`src/rtl/aha_clock_switch_ctrl.sv`:
```
// Break-before-make sequencer for a bank of glitch-free clock switch slices.
// Runs on an always-on control clock; slice acknowledges are synchronised
// before any decision is made on them. Boots to RESET_SEL out of reset and
// reboots to RESET_SEL when a timeout fault is cleared.
module aha_clock_switch_ctrl #(
  parameter int NUM_CLKS       = 4,
  parameter int SYNC_STAGES    = 2,
  parameter int TIMEOUT_CYCLES = 1023,
  parameter int RESET_SEL      = 0,
  localparam int SEL_W         = $clog2(NUM_CLKS)
) (
  input  logic                clk_i,
  input  logic                rst_ni,
  input  logic                switch_req_i,
  input  logic [SEL_W-1:0]    switch_sel_i,
  output logic                switch_ready_o,
  output logic                switch_done_o,
  output logic [NUM_CLKS-1:0] select_req_o,
  input  logic [NUM_CLKS-1:0] select_ack_i,
  output logic [SEL_W-1:0]    cur_sel_o,
  output logic                busy_o,
  output logic                err_invalid_o,
  output logic                err_timeout_o,
  input  logic                err_clr_i
);

  localparam int TMR_W = (TIMEOUT_CYCLES < 2) ? 1 : $clog2(TIMEOUT_CYCLES + 1);

  typedef enum logic [1:0] {
    IDLE  = 2'd0,
    DROP  = 2'd1,
    RAISE = 2'd2,
    FAULT = 2'd3
  } state_e;

  state_e                          state_q;
  logic [SEL_W-1:0]                target_q;
  logic [SEL_W-1:0]                cur_sel_q;
  logic [NUM_CLKS-1:0]             select_req_q;
  logic [TMR_W-1:0]                timer_q;
  logic                            ready_q;
  logic                            busy_q;
  logic                            done_q;
  logic                            err_invalid_q;
  logic                            err_timeout_q;
  logic [SYNC_STAGES-1:0][NUM_CLKS-1:0] sync_q;

  logic [NUM_CLKS-1:0] ack_s;
  logic                sel_invalid;
  logic                accept;
  logic                timed_out;

  // Single-bit request vector for a source index.
  function automatic logic [NUM_CLKS-1:0] onehot(input logic [SEL_W-1:0] idx);
    onehot = {{(NUM_CLKS-1){1'b0}}, 1'b1} << idx;
  endfunction

  assign ack_s       = sync_q[SYNC_STAGES-1];
  assign sel_invalid = ({1'b0, switch_sel_i} >= (SEL_W+1)'(NUM_CLKS));
  assign accept      = switch_req_i & ready_q;
  assign timed_out   = (timer_q == TMR_W'(TIMEOUT_CYCLES));

  // Acks come from other clock domains, so each bit passes through a flop chain.
  always_ff @(posedge clk_i or negedge rst_ni) begin
    if (!rst_ni) begin
      sync_q <= '0;
    end else begin
      for (int s = SYNC_STAGES - 1; s > 0; s--) begin
        sync_q[s] <= sync_q[s-1];
      end
      sync_q[0] <= select_ack_i;
    end
  end

  // Sequencer: drop every request, wait for all acks low, raise the target, wait for its ack.
  always_ff @(posedge clk_i or negedge rst_ni) begin
    if (!rst_ni) begin
      state_q       <= DROP;
      target_q      <= SEL_W'(RESET_SEL);
      cur_sel_q     <= SEL_W'(RESET_SEL);
      select_req_q  <= '0;
      timer_q       <= '0;
      ready_q       <= 1'b0;
      busy_q        <= 1'b1;
      done_q        <= 1'b0;
      err_invalid_q <= 1'b0;
      err_timeout_q <= 1'b0;
    end else begin
      done_q <= 1'b0;
      if (err_clr_i) begin
        err_invalid_q <= 1'b0;
        err_timeout_q <= 1'b0;
      end
      case (state_q)
        IDLE: begin
          if (accept) begin
            if (sel_invalid) begin
              err_invalid_q <= 1'b1;
              done_q        <= 1'b1;
            end else if (switch_sel_i == cur_sel_q) begin
              done_q <= 1'b1;
            end else begin
              target_q     <= switch_sel_i;
              select_req_q <= '0;
              timer_q      <= '0;
              ready_q      <= 1'b0;
              busy_q       <= 1'b1;
              state_q      <= DROP;
            end
          end
        end
        DROP: begin
          if (ack_s == '0) begin
            select_req_q <= onehot(target_q);
            timer_q      <= '0;
            state_q      <= RAISE;
          end else if (timed_out) begin
            select_req_q  <= '0;
            err_timeout_q <= 1'b1;
            timer_q       <= '0;
            state_q       <= FAULT;
          end else begin
            timer_q <= timer_q + TMR_W'(1);
          end
        end
        RAISE: begin
          if (ack_s == onehot(target_q)) begin
            cur_sel_q <= target_q;
            done_q    <= 1'b1;
            timer_q   <= '0;
            ready_q   <= 1'b1;
            busy_q    <= 1'b0;
            state_q   <= IDLE;
          end else if (timed_out) begin
            select_req_q  <= '0;
            err_timeout_q <= 1'b1;
            timer_q       <= '0;
            state_q       <= FAULT;
          end else begin
            timer_q <= timer_q + TMR_W'(1);
          end
        end
        FAULT: begin
          select_req_q <= '0;
          if (err_clr_i) begin
            target_q <= SEL_W'(RESET_SEL);
            timer_q  <= '0;
            state_q  <= DROP;
          end
        end
        default: begin
          select_req_q <= '0;
          timer_q      <= '0;
          state_q      <= FAULT;
        end
      endcase
    end
  end

  assign switch_ready_o = ready_q;
  assign switch_done_o  = done_q;
  assign select_req_o   = select_req_q;
  assign cur_sel_o      = cur_sel_q;
  assign busy_o         = busy_q;
  assign err_invalid_o  = err_invalid_q;
  assign err_timeout_o  = err_timeout_q;

endmodule

```
`config.mk`:
```
export PLATFORM = sky130hd
export DESIGN_NAME = aha_clock_switch_ctrl
export DESIGN_NICKNAME = d
export VERILOG_FILES = /design/src/rtl/aha_clock_switch_ctrl.sv
export SDC_FILE = /design/constraint.sdc
export NUM_CORES = 1
export LEC_CHECK = 0
export ABC_CLOCK_PERIOD_IN_PS = 1880
export CELL_PAD_IN_SITES_DETAIL_PLACEMENT = 0
export CELL_PAD_IN_SITES_GLOBAL_PLACEMENT = 1
export CORE_MARGIN = 5
export CORE_UTILIZATION = 36
export DETAILED_ROUTE_END_ITERATION = 10
export PLACE_DENSITY = 0.82
export SLEW_MARGIN = 30
export SYNTH_ARGS = -nofsm -noshare
export SYNTH_HDL_FRONTEND = slang
export SYNTH_SLANG_ARGS = --single-unit
```
`constraint.sdc`:
```
create_clock -name clk_i -period 1.88 [get_ports clk_i]
set_input_delay 0.282 -clock clk_i [delete_from_list [all_inputs] [get_ports clk_i]]
set_output_delay 0.282 -clock clk_i [all_outputs]
set_load 0.05 [all_outputs]
```
* After elaboration in Yosys (flattened, before gate mapping)
Index checks and enable logic that the tools add are counted.
W data, S select, Z words.
** Storage, ports and cells
- Flip-flop bits (word level) :: 32
- Latch bits :: 0
- Bits in writable memories :: 0
- Memory bits (read-only) :: 0
- Bits of input ports :: 10
- Output and inout bits :: 11
- Memories :: 0
** Operators by class
- Add/sub/neg operators :: 1
- Multiply operators :: 0
- Divide/modulo/power cells :: 0
- Magnitude comparators :: 0
- Equal/unequal tests :: 11
- Shift-type cells :: 1
- Muxes and demuxes :: 41
- Bitwise gates (word level) :: 1
- Reductions and logical operators :: 9
** Operator list (number)
- $mux W10 :: 6
- $pmux W10 S4 :: 1
- $mux W4 :: 5
- $mux W2 :: 9
- $pmux W4 S4 :: 1
- $mux W1 :: 13
- $add A10 B1 Y10 const B :: 1
- $eq A10 B10 Y1 const B :: 1
- $ne A2 B2 Y1 const B :: 5
- $pmux W1 S2 :: 4
- $pmux W2 S4 :: 1
- $reduce_and A4 Y1 :: 2
- $reduce_and A3 Y1 :: 2
- $eq A2 B2 Y1 const B :: 2
- $eq A4 B4 Y1 :: 1
- $logic_not A4 Y1 :: 1
- $pmux W2 S2 :: 1
- $reduce_bool A2 Y1 :: 2
- $shl A1 B2 Y4 const A :: 1
- $eq A2 B1 Y1 const B :: 1
- $eq A2 B2 Y1 :: 1
- $logic_not A2 Y1 :: 1
- $reduce_and A2 Y1 :: 1
- $and A1 B1 Y1 :: 1

* Depth between registers and ports, before layout
Gate-level depths: netlist of run 1.
- Word-level depth :: 4
- Gate-level depth with buffers :: 8
- Gate-level depth less buffers :: 7

* Worst setup path after synthesis of run 1
No wires, ideal clock.
- Path type :: reg-to-reg
- Start :: reg cur_sel_q[1] (netlist: cur_sel_o[1])
- End :: reg target_q[0]
- Arrival time :: 1818 ps
- Data required time :: 1759 ps
- Slack :: -58 ps
- Cell stages (with the launch flop) :: 6
- Path through :: dfrtp_1 -> xor2_1 -> o311ai_0 -> clkbuf_1 -> nor3_1 -> a22o_1
** On the way
- Longest elaborated chain between the ends :: 3
** Ends and longest elaborated chain
- start: declaration :: RTL line 38 : logic [SEL_W-1:0] cur_sel_q;
- start signal: assignment :: RTL line 80 : cur_sel_q <= SEL_W'(RESET_SEL);
- start signal: assignment :: RTL line 128 : cur_sel_q <= target_q;
- $eq A2 B2 Y1 :: RTL line 100 : end else if (switch_sel_i == cur_sel_q) begin
- $ne A2 B2 Y1 (no line)
- $reduce_and A4 Y1 (no line)
- end signal: assignment :: RTL line 79 : target_q <= SEL_W'(RESET_SEL);
- end signal: assignment :: RTL line 103 : target_q <= switch_sel_i;
- end signal: assignment :: RTL line 146 : target_q <= SEL_W'(RESET_SEL);
- end: declaration :: RTL line 37 : logic [SEL_W-1:0] target_q;
Every way passes these cells.
A chain may end at the register's enable or synchronous reset.

* Worst setup path after layout of run 1
- Start :: reg target_q[0]
- End :: reg timer_q[2]
** On the way
- Longest elaborated chain between the ends :: 4
** Ends and longest elaborated chain
- $shl A1 B2 Y4 :: RTL line 55 : onehot = {{(NUM_CLKS-1){1'b0}}, 1'b1} << idx;
- $eq A4 B4 Y1 :: RTL line 127 : if (ack_s == onehot(target_q)) begin
- $mux W10 :: RTL line 127
- $pmux W10 S4 :: RTL line 94 : case (state_q)
- end signal: assignment :: RTL line 123 : timer_q <= timer_q + TMR_W'(1);
- end signal: assignment :: RTL line 140 : timer_q <= timer_q + TMR_W'(1);
- end: declaration :: RTL line 40 : logic [TMR_W-1:0] timer_q;
Every way passes these cells.

==> reports/results.ini, run 1 <==
[worst_setup_path]
worstPathArrival_ns=1.98
reg2reg_from=target_q[0]$_DFFE_PN0P_
timing.rr.end=timer_q[2]$_DFFE_PN0P_
r2r_slack_ns=0.05
critical_path.startpoint_type=flop
slowest_stage=or3b_4
crit_chain=or3b_4, a2111oi_4, o31ai_2, a31oi_1, o22ai_2
path_class=reg2reg
cp-end-kind=flop
cpPeakStageDelay_ns=0.42
rr_worst_depth=5
worstPathMaxFanout=6
cp.required_ns=2.03

[logic_synthesis]
syn_area_mm2=0.001580
ys_ff_latch=32
syn-mean-instance-area_um2=9.755
ys_types=37
ys_seq_area_share_pct=50.83
yosysWarnings=0
synth_nets=177
syn_inst=162

[pwr]
design_power_total_w=0.002726
p_leak_nw=0.9092
share_comb_of_total_power_pct=45.7
powerDensity_mw_per_mm2=1284
p_int_w=0.001707
p_switching_w=0.001019
clkPwrFrac_pct=23.6
vdd_drop_max_mv=0.5134
swShare_pct=37.39
power_frac_seq_pct=30.7

[run_status]
outcome=finished, final reports clean

[routing]
ant_nets=0
drt-total-wl_um=3552
via_per_inst=5.313
wl_per_cell_um=13.88
drtIter0Drc=86
drc=0
dr_total_vias=1360
drt_first_pass_iters=4

[timing]
timing.hold.ws_ns=0.3488
worst_slew_pin_slew_ns=0.5136
drv_slew=0
rsz0062_at_grt=true
hold_viol_final=0
relSlewSlack_pct=65.65
period_minus_slack_ns=1.829
finalSetupViolCount=0
finClkSkew_ns=0.01180
fmax_mhz=546.7
post-route-period-util_pct=97.29

[worst_hold_path]
hold_path.class=reg2reg
min_from=sync_q[1]$_DFF_PN0_
min_path_cells=0
hold_end=ack_s[1]$_DFF_PN0_

[clock_network]
postCtsSetupRepairBufs=0
clkSinkCount=32
cts_buffer_depth=2
numCtsBuffers=5
cts_root_buffer=clkbuf_8
tritoncts=yes
clkTransAtPathRegs_ns=0.07
clk_latency_ns=0.29
htreeDepth=2

[floorplan]
rows=24
start_util_pct=36.80
design.core.area_mm2=0.004294
dieArea_mm2=0.005815
ios=21
dieHeight_um=76.26
die_w_um=76.26

[cells_and_area]
finalCoreUtilization_pct=49.45
syn2layout_area_growth_pct=34.36
drive_above_1_share_pct=20.59
nets=218
insertedDiodeCount=0
nFillCells=389
stdcell_area_mm2=0.002123

[flow_run]
cap_viol_max_count=0

[grt]
grt_pass1_vias=1340
grt_max_degree=33
grt_overflow=0
grt_usage_pct=13.06
antenna_found_initial=0
grt_pass1_wl_um=6237

[placed_design]
place_congestion=0.8560
place_hpwl_um=2663
port_buffers=19
placed_area_mm2=0.001964

## synthesized netlist by cell type (all sizes together)
cell,instances,area [um^2]
o21ai,16,83.83
or3,2,12.51
o31ai,1,12.51
nand4,2,12.51
a22o,2,17.52
a2111oi,1,27.53
o31a,1,8.760
a32o,4,40.04
o22a,2,17.52
nor3,6,30.03
nand2,21,78.83
or3b,2,20.02
o311ai,1,8.760
o211ai,1,7.510
ha,5,62.56
nand2b,1,6.260
conb,1,3.750
a21oi,11,55.05
o41ai,1,8.760
buf,1,7.510
dfstp,2,52.55
a21bo,1,10.01
o22ai,2,12.51
clkbuf,3,11.26
nand3b,3,22.52
and3,3,18.77
and2,1,6.260
a31oi,3,18.77
nand3,12,60.06
inv,10,37.54
nor4,2,12.51
and4,1,8.760
dfrtp,30,750.7
nor2,5,18.77
xor2,2,17.52
## metrics by stage
step                      setup WS, ns  std cells  TNS [ns]
final                          0.05093        256         0
after global routing          -0.04467        256   -0.1080
after CTS                      0.01225        256         0
after detailed placement      -0.03049        248   -0.2400
after global placement        0.003195        248         0
after floorplan                0.02149        162         0
## state kept, by name (all words and copies together), names as in the netlist
| signal | cells |
|---|---|
| state_q | 2 |
| busy_o | 1 |
| sync_q | 4 |
| ack_s | 4 |
| cur_sel_o | 2 |
| err_timeout_o | 1 |
| timer_q | 10 |
| select_req_o | 4 |
| target_q | 2 |
| switch_ready_o | 1 |
| switch_done_o | 1 |
## cell families (layout without fill, tap and decap cells)
group	after synthesis	count (layout)	share of synthesized area, %
AOI/OAI and AO/OA	47	47	20.82
xor gates and xnor gates	2	2	1.109
adders and majority gates	5	5	3.959
buffers and inverters	14	56	3.563
DFF	32	32	50.83
other	1	1	0.2373
and+or+nand+nor	61	61	19.48
## repair_timing
| item | 4_1_cts | 5_1_grt |
|---|---|---|
| endpoints found under the setup margin | 12 | 18 |
| hold buffers | 0 | 0 |
| gates resized for setup | 4 | 12 |
| pin swaps | 1 | 1 |
## final cells by class
cell class / count / area [um^2] / area share, %
Clock buffer: 6 / 72.57 / 3.418
Clock inverter: 2 / 35.03 / 1.650
Inverter: 10 / 37.54 / 1.768
Multi-Input combinational cell: 116 / 775.7 / 36.53
Sequential cell: 32 / 803.3 / 37.83
Tap cell: 52 / 65.06 / 3.064
Timing Repair Buffer: 38 / 334.1 / 15.73
## cell usage in the layout (no fill, tap or decap), types with 2 or more instances in the layout
cell type / n
buf_4: 19
a31oi_1: 3
a22o_1: 2
nand2_1: 21
dfrtp_1: 30
nand3b_1: 3
nor3_1: 6
nor4_1: 2
ha_1: 4
nand4_1: 2
o21ai_1: 5
o21ai_0: 10
nand3_1: 10
clkdlybuf4s50_1: 18
a21oi_1: 11
xor2_1: 2
or3_1: 2
inv_1: 9
o22a_1: 2
a32o_1: 4
nor2_1: 4
dfstp_2: 2
clkbuf_8: 5
and3_1: 3
nand3_2: 2
## metal layers
metal / track usage, % / part of all wire (%)
met1: 16.69 / 46
met2: 20.72 / 48
met3: 3.783 / 4.6
met4: 5.070 / 1.5
met5: 0 / 0
## power by group through the flow
stage	Sequential [W]	Combinational, W	Clock, W
finish	0.000836	0.00125	0.000644
global route	0.000847	0.00136	0.000703
CTS	0.000835	0.00115	0.000661
detailed placement	0.000845	0.00110	0
global placement	0.000839	0.00107	0
floorplan	0.000882	0.000618	0
## how the worst max path moves through the flow
stage | startpoint | to | cells past startpoint
finish | target_q[0]$_DFFE_PN0P_ | timer_q[2]$_DFFE_PN0P_ | 5
CTS | target_q[0]$_DFFE_PN0P_ | state_q[0]$_DFFE_PN1P_ | 5
global route | state_q[0]$_DFFE_PN1P_ | timer_q[1]$_DFFE_PN0P_ | 6
floorplan | cur_sel_o[1]$_DFFE_PN0P_ | target_q[0]$_DFFE_PN0P_ | 5
detailed placement | switch_sel_i[1] | timer_q[0]$_DFFE_PN0P_ | 7
global placement | switch_sel_i[1] | select_req_o[1]$_DFFE_PN0P_ | 6
## critical path, delay by kind of cell (launching register included)
family	cells	cell delay (ns)
AOI/OAI and AO/OA	4	0.87
DFF	1	0.41
and+or+nand+nor	1	0.42
No activity file was read; power rests on OpenSTA's default activity.
==> inputs of run 2 (changes only) <==
--- a/config.mk
+++ b/config.mk
@@ -10,8 +10,9 @@
 export CELL_PAD_IN_SITES_GLOBAL_PLACEMENT = 1
 export CORE_MARGIN = 5
 export CORE_UTILIZATION = 36
+export CTS_CLUSTER_DIAMETER = 60
 export DETAILED_ROUTE_END_ITERATION = 10
-export PLACE_DENSITY = 0.82
+export PLACE_DENSITY_LB_ADDON = 0.1
 export SLEW_MARGIN = 30
 export SYNTH_ARGS = -nofsm -noshare
 export SYNTH_HDL_FRONTEND = slang
==> run 2 against run 1 <==
  * Global-route usage increased by 0.80 points
  * Via count stayed put
  * Count of clock-buffer cells in the layout decreased by 1
  * Utilization is 2.0 points higher
  * Sequential cell count is the same
  * Clock power up 5.6%
  * Clock skew decreased by 0.0075 ns
  * Critical path depth grew 1
  * Fmax down 1.0%
  * Final area rose by 3.9%
  * Combinational power is 9.6% higher
  * Critical endpoint is now switch_done_o$_DFF_PN0_
==> reports/results.ini, run 2 (same netlist as run 1, synthesis figures left out) <==
[grt]
grt_usage_pct=13.85  ; was 13.06%
grt_max_degree=33  ; unchanged
grt_pass1_wl_um=6644  ; was 6237 um
grt_overflow=0  ; unchanged
antenna_found_initial=0  ; unchanged
grt_pass1_vias=1410  ; was 1340

[timing]
fin_ws_ns=0.03222  ; was 0.05093 ns
finalSetupViolCount=0  ; unchanged
hold_viol_final=0  ; unchanged
relSlewSlack_pct=66.02  ; was 65.65%
rsz0062_at_grt=true  ; unchanged
fmax_mhz=541.2  ; was 546.7 MHz
finClkSkew_ns=0.004289  ; was 0.01180 ns
drv_slew=0  ; unchanged
period_minus_slack_ns=1.848  ; was 1.829 ns
worst_slew_pin_slew_ns=0.5082  ; was 0.5136 ns
post-route-period-util_pct=98.29  ; was 97.29%

[cells_and_area]
largest_register_ffs=10  ; unchanged
final_common_cell=dfrtp_1  ; unchanged
layout_common_cells=dfrtp_1, nand2_1, buf_4  ; unchanged
regMostFlops=timer_q  ; unchanged
stdcell_area_mm2=0.002207  ; was 0.002123 mm^2
drive_above_1_share_pct=23.67  ; was 20.59%
final_cell_count_no_fill=259  ; was 256
nFillCells=411  ; was 389
nets=221  ; was 218
syn2layout_area_growth_pct=39.67  ; was 34.36%
insertedDiodeCount=0  ; unchanged

[worst_setup_path]
cp.required_ns=2.08  ; was 2.03 ns
crit_chain=or3b_4, a2111oi_4, buf_4, o21ai_4, buf_4, o21ai_0  ; was or3b_4, a2111oi_4, o31ai_2, a31oi_1, o22ai_2
cp-end-kind=flop  ; unchanged
r2r_slack_ns=0.03  ; was 0.05 ns
slowest_stage=a2111oi_4  ; was or3b_4
critical_path.startpoint_type=flop  ; unchanged
reg2reg_from=ack_s[3]$_DFF_PN0_  ; was target_q[0]$_DFFE_PN0P_
crit_top_cell=buf_4
worstPathArrival_ns=2.05  ; was 1.98 ns
timing.rr.end=switch_done_o$_DFF_PN0_  ; was timer_q[2]$_DFFE_PN0P_
cpPeakStageDelay_ns=0.45  ; was 0.42 ns
worstSetupStartpoint=ack_s[3]$_DFF_PN0_  ; was target_q[0]$_DFFE_PN0P_
path_class=reg2reg  ; unchanged
worstPathMaxFanout=6  ; unchanged
rr_worst_depth=6  ; was 5

[routing]
ant_nets=0  ; unchanged
drc=0  ; unchanged
wl_per_cell_um=14.58  ; was 13.88 um
dr_total_vias=1360  ; unchanged
drtIter0Drc=162  ; was 86
via_per_inst=5.251  ; was 5.313
drt-total-wl_um=3777  ; was 3552 um
drt_first_pass_iters=4  ; unchanged

[clock_network]
clkTransAtPathRegs_ns=0.07  ; about the same
clk_latency_ns=0.28  ; was 0.29 ns
cts_root_buffer=clkbuf_8  ; unchanged
htreeDepth=2  ; unchanged
clkSinkCount=32  ; unchanged
tritoncts=yes  ; unchanged
numCtsBuffers=5  ; unchanged
cts_buffer_depth=2  ; unchanged

[placed_design]
place_congestion=0.7965  ; was 0.8560
place_worst_setup_slack_ns=-0.03932  ; was -0.03049 ns
placedCellCount=249  ; was 248
placed_area_mm2=0.001984  ; was 0.001964 mm^2
port_buffers=19  ; unchanged
place_hpwl_um=2708  ; was 2663 um

[flow_run]
cap_viol_max_count=0  ; unchanged

[worst_hold_path]
min_from=sync_q[2]$_DFF_PN0_  ; was sync_q[1]$_DFF_PN0_
min_path_cells=0  ; unchanged
hold_path.class=reg2reg  ; unchanged
hold_end=ack_s[2]$_DFF_PN0_  ; was ack_s[1]$_DFF_PN0_

[floorplan]
dieHeight_um=76.26  ; unchanged
rows=24  ; unchanged
ios=21  ; unchanged
die_w_um=76.26  ; unchanged
dieArea_mm2=0.005815  ; unchanged
start_util_pct=36.80  ; unchanged
design.core.area_mm2=0.004294  ; unchanged

[pwr]
p_leak_nw=0.9377  ; was 0.9092 nW
powerDensity_mw_per_mm2=1306  ; was 1284 mW/mm^2
vdd_drop_max_mv=0.6295  ; was 0.5134 mV
design_power_total_w=0.002882  ; was 0.002726 W

[run_status]
outcome=finished, final reports clean  ; unchanged

-- run 2: cell type report --
type / count / area (um^2) / area share, %
clock inverters: 3 / 46.29 / 2.098
flip-flops and latches: 32 / 803.3 / 36.39
repair buffers: 41 / 369.1 / 16.72
multi-input cells: 116 / 817.0 / 37.02
inverters: 10 / 37.54 / 1.701
clock buffers: 5 / 68.82 / 3.118
well taps: 52 / 65.06 / 2.948
-- run 2: per-stage QoR --
stage	TNS [ns]	hold slack [ns]	util, %
3_3_place_gp	0	0.3346	46.21
3_5_place_dp	-0.1362	0.3389	46.21
4_1_cts	0	0.3560	49.39
5_1_grt	-0.5806	0.3587	51.40
6_report	0	0.3519	51.40
2_1_floorplan	0	-0.01359	-
-- run 2: worst max path at each step --
stage	cells after the start	to	slack, ns
finish	6	switch_done_o$_DFF_PN0_	0.03
global route	6	select_req_o[3]$_DFFE_PN0P_	-0.08
CTS	6	select_req_o[3]$_DFFE_PN0P_	0.02
detailed placement	5	timer_q[3]$_DFFE_PN0P_	-0.04
global placement	7	timer_q[0]$_DFFE_PN0P_	0.007
floorplan	5	target_q[0]$_DFFE_PN0P_	0.02
-- run 2: what timing repair did --
action,4_1_cts,5_1_grt
setup buffers,0,2
hold buffers,0,0
pin swaps,2,14
endpoints found under the hold margin,0,0
resized for setup,5,18
endpoints found under the setup margin,13,22
-- run 2: worst max-delay path, delay by kind of cell, from the launching register on --
family                 cells  cell delay (ns)
AOI/OAI and AO/OA          3             0.61
and+or+nand+nor            1             0.41
DFF                        1             0.39
buffers and inverters      2             0.36
-- run 2: power breakdown --
part / switching, W / internal (W)
combinational: 0.000742 / 0.000629
sequential: 0.0000627 / 0.000768
clock: 0.000281 / 0.000399
-- run 2: layer usage --
| metal | track usage, % | part of all wire [%] | routed length, um |
|---|---|---|---|
| met2 | 20.72 | 45 | 1698 |
| met4 | 4.371 | 1.1 | 40 |
| met3 | 4.019 | 5.4 | 205 |
| met5 | 0 | 0 | 0 |
| met1 | 19.24 | 48 | 1831 |
